## config.mk

```make
export PLATFORM = sky130hd
export DESIGN_NAME = rca_seq_ctrl_flat
export DESIGN_NICKNAME = d
export VERILOG_FILES = /design/src/rtl/rca_seq_ctrl_if.sv /design/src/rtl/rca_seq_ctrl.sv /design/src/flat_wrapper.sv
export SDC_FILE = /design/constraint.sdc
export NUM_CORES = 1
export LEC_CHECK = 0
export BUFFER_PORTS_ARGS = -buffer_cell sky130_fd_sc_hd__buf_2
export CORE_ASPECT_RATIO = 1.75
export CORE_MARGIN = 4
export CORE_UTILIZATION = 40
export DETAILED_ROUTE_END_ITERATION = 16
export PLACE_DENSITY = 0.72
export SLEW_MARGIN = 15
export SYNTH_ARGS = -nofsm -noshare
export SYNTH_HDL_FRONTEND = slang
export SYNTH_SLANG_ARGS = --single-unit
export TNS_END_PERCENT = 100
```

## constraint.sdc

```tcl
create_clock -name clk -period 1.97 [get_ports clk]
set_input_delay 0.197 -clock clk [delete_from_list [all_inputs] [get_ports clk]]
set_output_delay 0.197 -clock clk [all_outputs]
set_load 0.01 [all_outputs]
```

## src/rtl/rca_seq_ctrl_if.sv

```systemverilog
// rca_seq_ctrl_if: requester-side bundle for the nibble-serial adder sequencer.
//   start      request pulse (requester -> sequencer)
//   a, b, cin  operands and carry-in, captured on accepted start
//   busy       high while nibbles are being processed
//   done       one-cycle result-valid pulse
//   sum, cout  result and final carry, held until the next accepted start
//   ovf        2's-complement overflow, present only when OVF_EN is defined
// Modports: master = requester, slave = sequencer.
interface rca_seq_ctrl_if #(
    parameter int WIDTH = 16
);
    logic             start;
    logic [WIDTH-1:0] a;
    logic [WIDTH-1:0] b;
    logic             cin;
    logic             busy;
    logic             done;
    logic [WIDTH-1:0] sum;
    logic             cout;
`ifdef OVF_EN
    logic             ovf;

    modport master (output start, a, b, cin, input busy, done, sum, cout, ovf);
    modport slave  (input start, a, b, cin, output busy, done, sum, cout, ovf);
`else
    modport master (output start, a, b, cin, input busy, done, sum, cout);
    modport slave  (input start, a, b, cin, output busy, done, sum, cout);
`endif
endinterface

```

## src/rtl/rca_seq_ctrl.sv

```systemverilog
// rca_seq_ctrl: performs WIDTH-bit additions by stepping one external 4-bit
// ripple-carry slice across the operands, LSB nibble first, one nibble per
// clock, with the inter-nibble carry kept in a register.
// Ports:
//   clk, rst        clock, synchronous active-high reset
//   req (slave)     start/a/b/cin in, busy/done/sum/cout (and ovf) out
//   add_a, add_b    current nibble of the latched operands to the slice
//   add_cin         carry into the slice
//   add_sum         slice sum (combinational from add_a/add_b/add_cin)
//   add_cout        slice carry-out
// Optional feature: OVF_EN adds the 2's-complement overflow output req.ovf.
// The interface instance must be built with the same WIDTH as this module.
module rca_seq_ctrl #(
    parameter int WIDTH = 16
) (
    input  logic         clk,
    input  logic         rst,
    rca_seq_ctrl_if.slave req,
    output logic [3:0]   add_a,
    output logic [3:0]   add_b,
    output logic         add_cin,
    input  logic [3:0]   add_sum,
    input  logic         add_cout
);
    localparam int NIB  = WIDTH / 4;
    localparam int IDXW = (NIB > 1) ? $clog2(NIB) : 1;
    localparam logic [IDXW-1:0] LAST = IDXW'(NIB - 1);

    typedef enum logic [1:0] {IDLE, RUN, DONE} state_t;

    state_t           state;
    logic [WIDTH-1:0] a_reg;
    logic [WIDTH-1:0] b_reg;
    logic [WIDTH-1:0] sum_reg;
    logic [IDXW-1:0]  idx;
    logic             carry;
    logic             busy_reg;
    logic             done_reg;
    logic             cout_reg;
`ifdef OVF_EN
    logic             ovf_reg;
`endif

    always_ff @(posedge clk) begin
        if (rst) begin
            state    <= IDLE;
            a_reg    <= '0;
            b_reg    <= '0;
            sum_reg  <= '0;
            idx      <= '0;
            carry    <= 1'b0;
            busy_reg <= 1'b0;
            done_reg <= 1'b0;
            cout_reg <= 1'b0;
`ifdef OVF_EN
            ovf_reg  <= 1'b0;
`endif
        end else begin
            case (state)
                IDLE: begin
                    done_reg <= 1'b0;
                    if (req.start) begin
                        a_reg    <= req.a;
                        b_reg    <= req.b;
                        carry    <= req.cin;
                        idx      <= '0;
                        busy_reg <= 1'b1;
`ifdef OVF_EN
                        ovf_reg  <= 1'b0;
`endif
                        state    <= RUN;
                    end
                end
                RUN: begin
                    sum_reg[4*int'(idx) +: 4] <= add_sum;
                    carry <= add_cout;
                    if (idx == LAST) begin
                        idx      <= '0;
                        cout_reg <= add_cout;
`ifdef OVF_EN
                        // Sign of the result is bit 3 of the top slice's sum.
                        ovf_reg  <= (a_reg[WIDTH-1] == b_reg[WIDTH-1]) &&
                                    (add_sum[3] != a_reg[WIDTH-1]);
`endif
                        busy_reg <= 1'b0;
                        done_reg <= 1'b1;
                        state    <= DONE;
                    end else begin
                        idx <= idx + 1'b1;
                    end
                end
                DONE: begin
                    done_reg <= 1'b0;
                    state    <= IDLE;
                end
                default: begin
                    busy_reg <= 1'b0;
                    done_reg <= 1'b0;
                    state    <= IDLE;
                end
            endcase
        end
    end

    // Slice inputs are driven only in RUN so the adder sees zeros otherwise.
    always_comb begin
        add_a   = '0;
        add_b   = '0;
        add_cin = 1'b0;
        if (state == RUN) begin
            add_a   = a_reg[4*int'(idx) +: 4];
            add_b   = b_reg[4*int'(idx) +: 4];
            add_cin = carry;
        end
    end

    assign req.busy = busy_reg;
    assign req.done = done_reg;
    assign req.sum  = sum_reg;
    assign req.cout = cout_reg;
`ifdef OVF_EN
    assign req.ovf  = ovf_reg;
`endif

endmodule

```

## src/flat_wrapper.sv

```systemverilog
// flat-port wrapper written by rule: the top's interface ports become plain ports
module rca_seq_ctrl_flat 
#(
    parameter int WIDTH = 16
)
  (clk, rst, add_a, add_b, add_cin, add_sum, add_cout, req_start, req_a, req_b, req_cin, req_busy, req_done, req_sum, req_cout);
  rca_seq_ctrl_if #(.WIDTH(WIDTH)) req_i ();
  input  logic clk;
  input  logic rst;
  output logic [3:0] add_a;
  output logic [3:0] add_b;
  output logic add_cin;
  input  logic [3:0] add_sum;
  input  logic add_cout;
  input wire logic [$bits(req_i.start)-1:0] req_start;
  input wire logic [$bits(req_i.a)-1:0] req_a;
  input wire logic [$bits(req_i.b)-1:0] req_b;
  input wire logic [$bits(req_i.cin)-1:0] req_cin;
  output wire logic [$bits(req_i.busy)-1:0] req_busy;
  output wire logic [$bits(req_i.done)-1:0] req_done;
  output wire logic [$bits(req_i.sum)-1:0] req_sum;
  output wire logic [$bits(req_i.cout)-1:0] req_cout;
  assign req_i.start = req_start;
  assign req_i.a = req_a;
  assign req_i.b = req_b;
  assign req_i.cin = req_cin;
  assign req_busy = req_i.busy;
  assign req_done = req_i.done;
  assign req_sum = req_i.sum;
  assign req_cout = req_i.cout;
  rca_seq_ctrl #(.WIDTH(WIDTH)) u_core (.clk(clk), .rst(rst), .req(req_i), .add_a(add_a), .add_b(add_b), .add_cin(add_cin), .add_sum(add_sum), .add_cout(add_cout));
endmodule
```

Word level (Yosys, flattened, before mapping)
Cells that the tools add are included.

Flip-flop bits (word level): 56. Output and inout bits: 28.

Add/subtract/negate cells: 2. Reduce and logical (&&, ||, !) cells: 8. Equal/unequal tests: 5. Bitwise gates (word level): 2. Shifts and indexed selects: 4. Mux-type cells: 15.

Operators by type and width (number): $neg A4 Y33 (1); $shift A4 B33 Y16 const A (1); $shiftx A4 B33 Y16 (1); $shiftx A16 B5 Y4 (2); $bwmux W16 (1); $mux W2 (4); $mux W4 (2); $pmux W2 S2 (2); $reduce_and A2 Y1 (4); $eq A2 B2 Y1 const B (2); $mux W1 (4); $pmux W1 S3 (1); $reduce_and A3 Y1 (1); $add A2 B1 Y2 const B (1); $eq A2 B1 Y1 const B (1); $logic_not A2 Y1 (1); $ne A2 B1 Y1 const B (1); $ne A2 B2 Y1 const B (1); $not A1 Y1 (2); $pmux W1 S2 (1); $reduce_bool A2 Y1 (1); $reduce_or A2 Y1 (1).

Depth between registers and ports, before layout
Depth in word-level cells: 3. Depth in mapped cells: 8.

Worst setup path before layout
OpenSTA, ideal clock, no wires.

Kind: register to register. Start point: register u_core.idx[1]. End point: register u_core.sum_reg[10] (netlist: u_core.req.sum[10]). Data required time: 1911 ps. Data arrival time: 2057 ps. Cell stages (with the launch flop): 7. Setup time: 59 ps. Path slack: -146 ps. Cell sequence: dfxtp_1 -> clkbuf_1 -> inv_1 -> ha_1 -> or4b_4 -> nor4b_4 -> a22o_1.

Cells in the longest elaborated chain, start to end: 3. Elaborated cells between the ends (all ways): 4. Those cells by class: add/sub (1); shift (2); mux (1).

Ends and longest elaborated chain: start, declared (line rca_seq_ctrl.sv:35) `logic [IDXW-1:0] idx;`; start signal, assigned (line rca_seq_ctrl.sv:89) `idx <= idx + 1'b1;`; $neg A4 Y33 (*) (line rca_seq_ctrl.sv:75) `sum_reg[4*int'(idx) +: 4] <= add_sum;`; $shiftx A4 B33 Y16 or $shift A4 B33 Y16 (tied branches) (line rca_seq_ctrl.sv:75); $bwmux W16 (*) (line rca_seq_ctrl.sv:75); end signal, assigned by index (line rca_seq_ctrl.sv:75); end, declared (line rca_seq_ctrl.sv:34) `logic [WIDTH-1:0] sum_reg;`.

Mark *: on every way between the ends. The rest lies on a longest branch, timed or not. A chain may end at the register's enable or synchronous reset.

Worst setup path in the final report
Start point: register u_core.idx[1]. End point: output add_a[1].

Cells in the longest elaborated chain, start to end: 2.

Ends and longest elaborated chain: $shiftx A16 B5 Y4 (line rca_seq_ctrl.sv:111) `add_a = a_reg[4*int'(idx) +: 4];`; $mux W4 (line rca_seq_ctrl.sv:110) `if (state == RUN) begin`; end, declared (line flat_wrapper.sv:10) `output logic [3:0] add_a;`.

Every way passes these cells.

==> reports/metrics.cfg <==
[min_path]
hp-start = req_b[14]
whs_path_depth = 3
hold_end = u_core.b_reg[14]
min_path_type = input pin to flip-flop

[setup_path]
start_kind = flip-flop
cp_top_family = multiplexers
slowest_delay_ns = 0.51
path_class = flip-flop to output port
arrival_ns = 1.68
cpMaxStageDelayCell = mux4_2
crit_path_max_fanout = 12
reg2regPathDepth = 5
reg2reg_slack_ns = 0.24
timing.rr.end = u_core.req.sum[9]
crit_buf_inv = 2
crit_chain = buf_4, mux4_2, and2_1, buf_2
crit_path_end_kind = output port
critPathRequiredTime_ns = 1.77
regToRegStartpoint = u_core.idx[0]

[run]
max_cap_violations = 0

[routing]
wl_per_cell_um = 12.9
wirelength_um = 5290
via_count = 2062
drt-initial-drc-count = 68
drcViolationCount = 0
vias_per_cell = 5.02
drt_pre_antenna_iters = 4
ant_nets = 0

[grt]
gr-usage-met2 = 0.270
grt_pass1_wl_um = 8630
met3_usage = 0.0243
grt_pass1_vias = 1978
antenna_found_initial = 0
grt_max_degree = 34
grt.total_usage = 0.148
grt_overflow = 0
grt-busiest-layer = met2
met1_usage = 0.160

[clock_tree]
root_buffer = clkbuf_8
cts_num_sinks = 56
cts_setup_buffers = 0
cts_max_level = 2
cts_tree = built
clk_latency_ns = 0.30
cts_made_buffers = 5
clock_path_buffers = 2
clk_pin_slew_ns = 0.10

[logic_synthesis]
synth_cell_types = 35
synth_area_leaders = dfxtp_1 (46%), nand2_1 (11%), a21oi_1 (9.5%)
syn_area_sq_um = 2410
synth-seq-area-share = 0.465
synth.net_count = 317
avgSynthCellArea_sq_um = 8.93
ys_seq_elements = 56
yosys.area.top_type = dfxtp_1
synth_cells = 270
yosys_warnings = 0
synth_top_cell_area_share = 0.465

[sta]
worst_pin_slew_ns = 0.637
drv_slew = 0
rsz0062_at_grt = false
setup_viol = 0
skew_ns = 0.00464
period_share = 0.954
post-route-min-period_ns = 1.88
hold_viol = 0
tns_ns = 0
fmax_mhz = 532
maxSlewHeadroom = 0.575

[power_and_ir_drop]
leakage_nw = 1.27
peakVddDrop_v = 0.000442
powerDensity_nw_per_um2 = 775

[cells_and_area]
regArea_sq_um = 1120
drive_gt1_frac = 0.282
multi_input_area_sq_um = 1190
layoutNonFillerInstCount = 411
nFillCells = 606
area_growth_pct = 22.5
nets = 379
mostFrequentLayoutCells = nand2_1 (70), buf_2 (68), dfxtp_1 (55)
diodes = 0
layout_commonest_cell = nand2_1

[die]
core_area_sq_um = 5880
chipHeight_um = 111
start_util = 0.410
die_width_um = 66.7
io_pins = 69
die-area_sq_um = 7390
rows = 37

[place]
dp_hpwl_um = 4060
dp.cells = 403
gp_congestion = 0.729
port_buffers = 68

[outcome]
status = finished, final reports clean

cells in the mapped netlist:
| cell | number |
|---|---|
| buf_2 | 4 |
| buf_4 | 1 |
| nand2b_1 | 7 |
| or3b_2 | 1 |
| dfxtp_1 | 56 |
| mux4_2 | 4 |
| inv_1 | 6 |
| o22ai_1 | 1 |
| nand4_1 | 4 |
| nand3_1 | 6 |
| nor2_1 | 6 |
| or4b_4 | 1 |
| a21oi_1 | 46 |
| clkbuf_1 | 13 |
| nand4b_1 | 1 |
| a22oi_1 | 1 |
| nor3b_2 | 1 |
| a221oi_1 | 1 |
| nor3_1 | 2 |
| nand3b_1 | 1 |
| ha_1 | 6 |
| nor4b_1 | 1 |
| nor4b_4 | 1 |
| a22o_1 | 8 |
| nor4_2 | 1 |
| nor2b_1 | 1 |
| o21ai_0 | 1 |
| mux4_1 | 4 |
| and2_1 | 8 |
| buf_1 | 1 |
| buf_6 | 1 |
| nand2_1 | 70 |
| and3b_1 | 2 |
| a21o_1 | 1 |
| o21bai_1 | 1 |
stage by stage:
step	instance area, sq um	hold WS (ns)	util	setup WS [ns]	power (mW)
global route	2960	0.113	0.503	0.0127	2.39
global placement	2820	0.439	0.480	0.317	1.53
finish	2960	0.117	0.503	0.0912	2.29
detailed placement	2820	0.446	0.480	0.264	1.53
CTS	2950	0.110	0.501	0.00719	2.31
floorplan	2420	0.323	-	0.00549	1.43
metal layers:
metal,part of all wire,vias up
met5,0,-
met4,0.017,0
met3,0.053,5
met2,0.54,51
met1,0.39,958
li1,-,1048
layout make-up:
class / instances / share of cell area
clock buffers: 6 / 0.0279
multi-input cells: 188 / 0.401
clock inverters: 2 / 0.0131
inverters: 6 / 0.00762
repair buffers: 75 / 0.137
flip-flops and latches: 56 / 0.380
well taps: 78 / 0.0330
kinds of logic after synthesis:
family                     count (synthesis)  synth area share
buffers and inverters                     26            0.0472
adders and majority gates                  6            0.0311
AOI/OAI and AO/OA                         60             0.142
muxes                                      8            0.0809
DFF                                       56             0.465
and+or+nand+nor                          114             0.234
where the power goes:
group | internal (mW) | switching, mW | total, mW
clock | 0.416 | 0.367 | 0.783
combinational | 0.131 | 0.161 | 0.292
sequential | 1.18 | 0.0291 | 1.21
total | 1.73 | 0.558 | 2.29
worst max-delay path by stage:
stage | start | to | slack (ns) | cells after the start
6_report | u_core.idx[1] | add_a[1] | 0.09 | 4
5_1_grt | u_core.idx[1] | add_a[0] | 0.01 | 4
4_1_cts | u_core.idx[0] | add_a[3] | 0.007 | 4
3_5_place_dp | u_core.idx[1] | u_core.req.sum[9] | 0.26 | 5
3_3_place_gp | u_core.idx[1] | u_core.req.sum[11] | 0.32 | 5
2_1_floorplan | u_core.idx[0] | u_core.req.sum[10] | 0.005 | 7
worst min-delay path: cells and delay by family:
kind / cells / cell delay (ns)
AOI/OAI and AO/OA: 1 / 0.05
and+or+nand+nor: 1 / 0.04
buffers and inverters: 1 / 0.09
what timing repair did:
action                     CTS  global route
setup endpoints to repair    4             4
pin swaps                    0             0
resized for setup            1             3
hold buffers                 0             0
No activity file was read; power rests on OpenSTA's default activity.
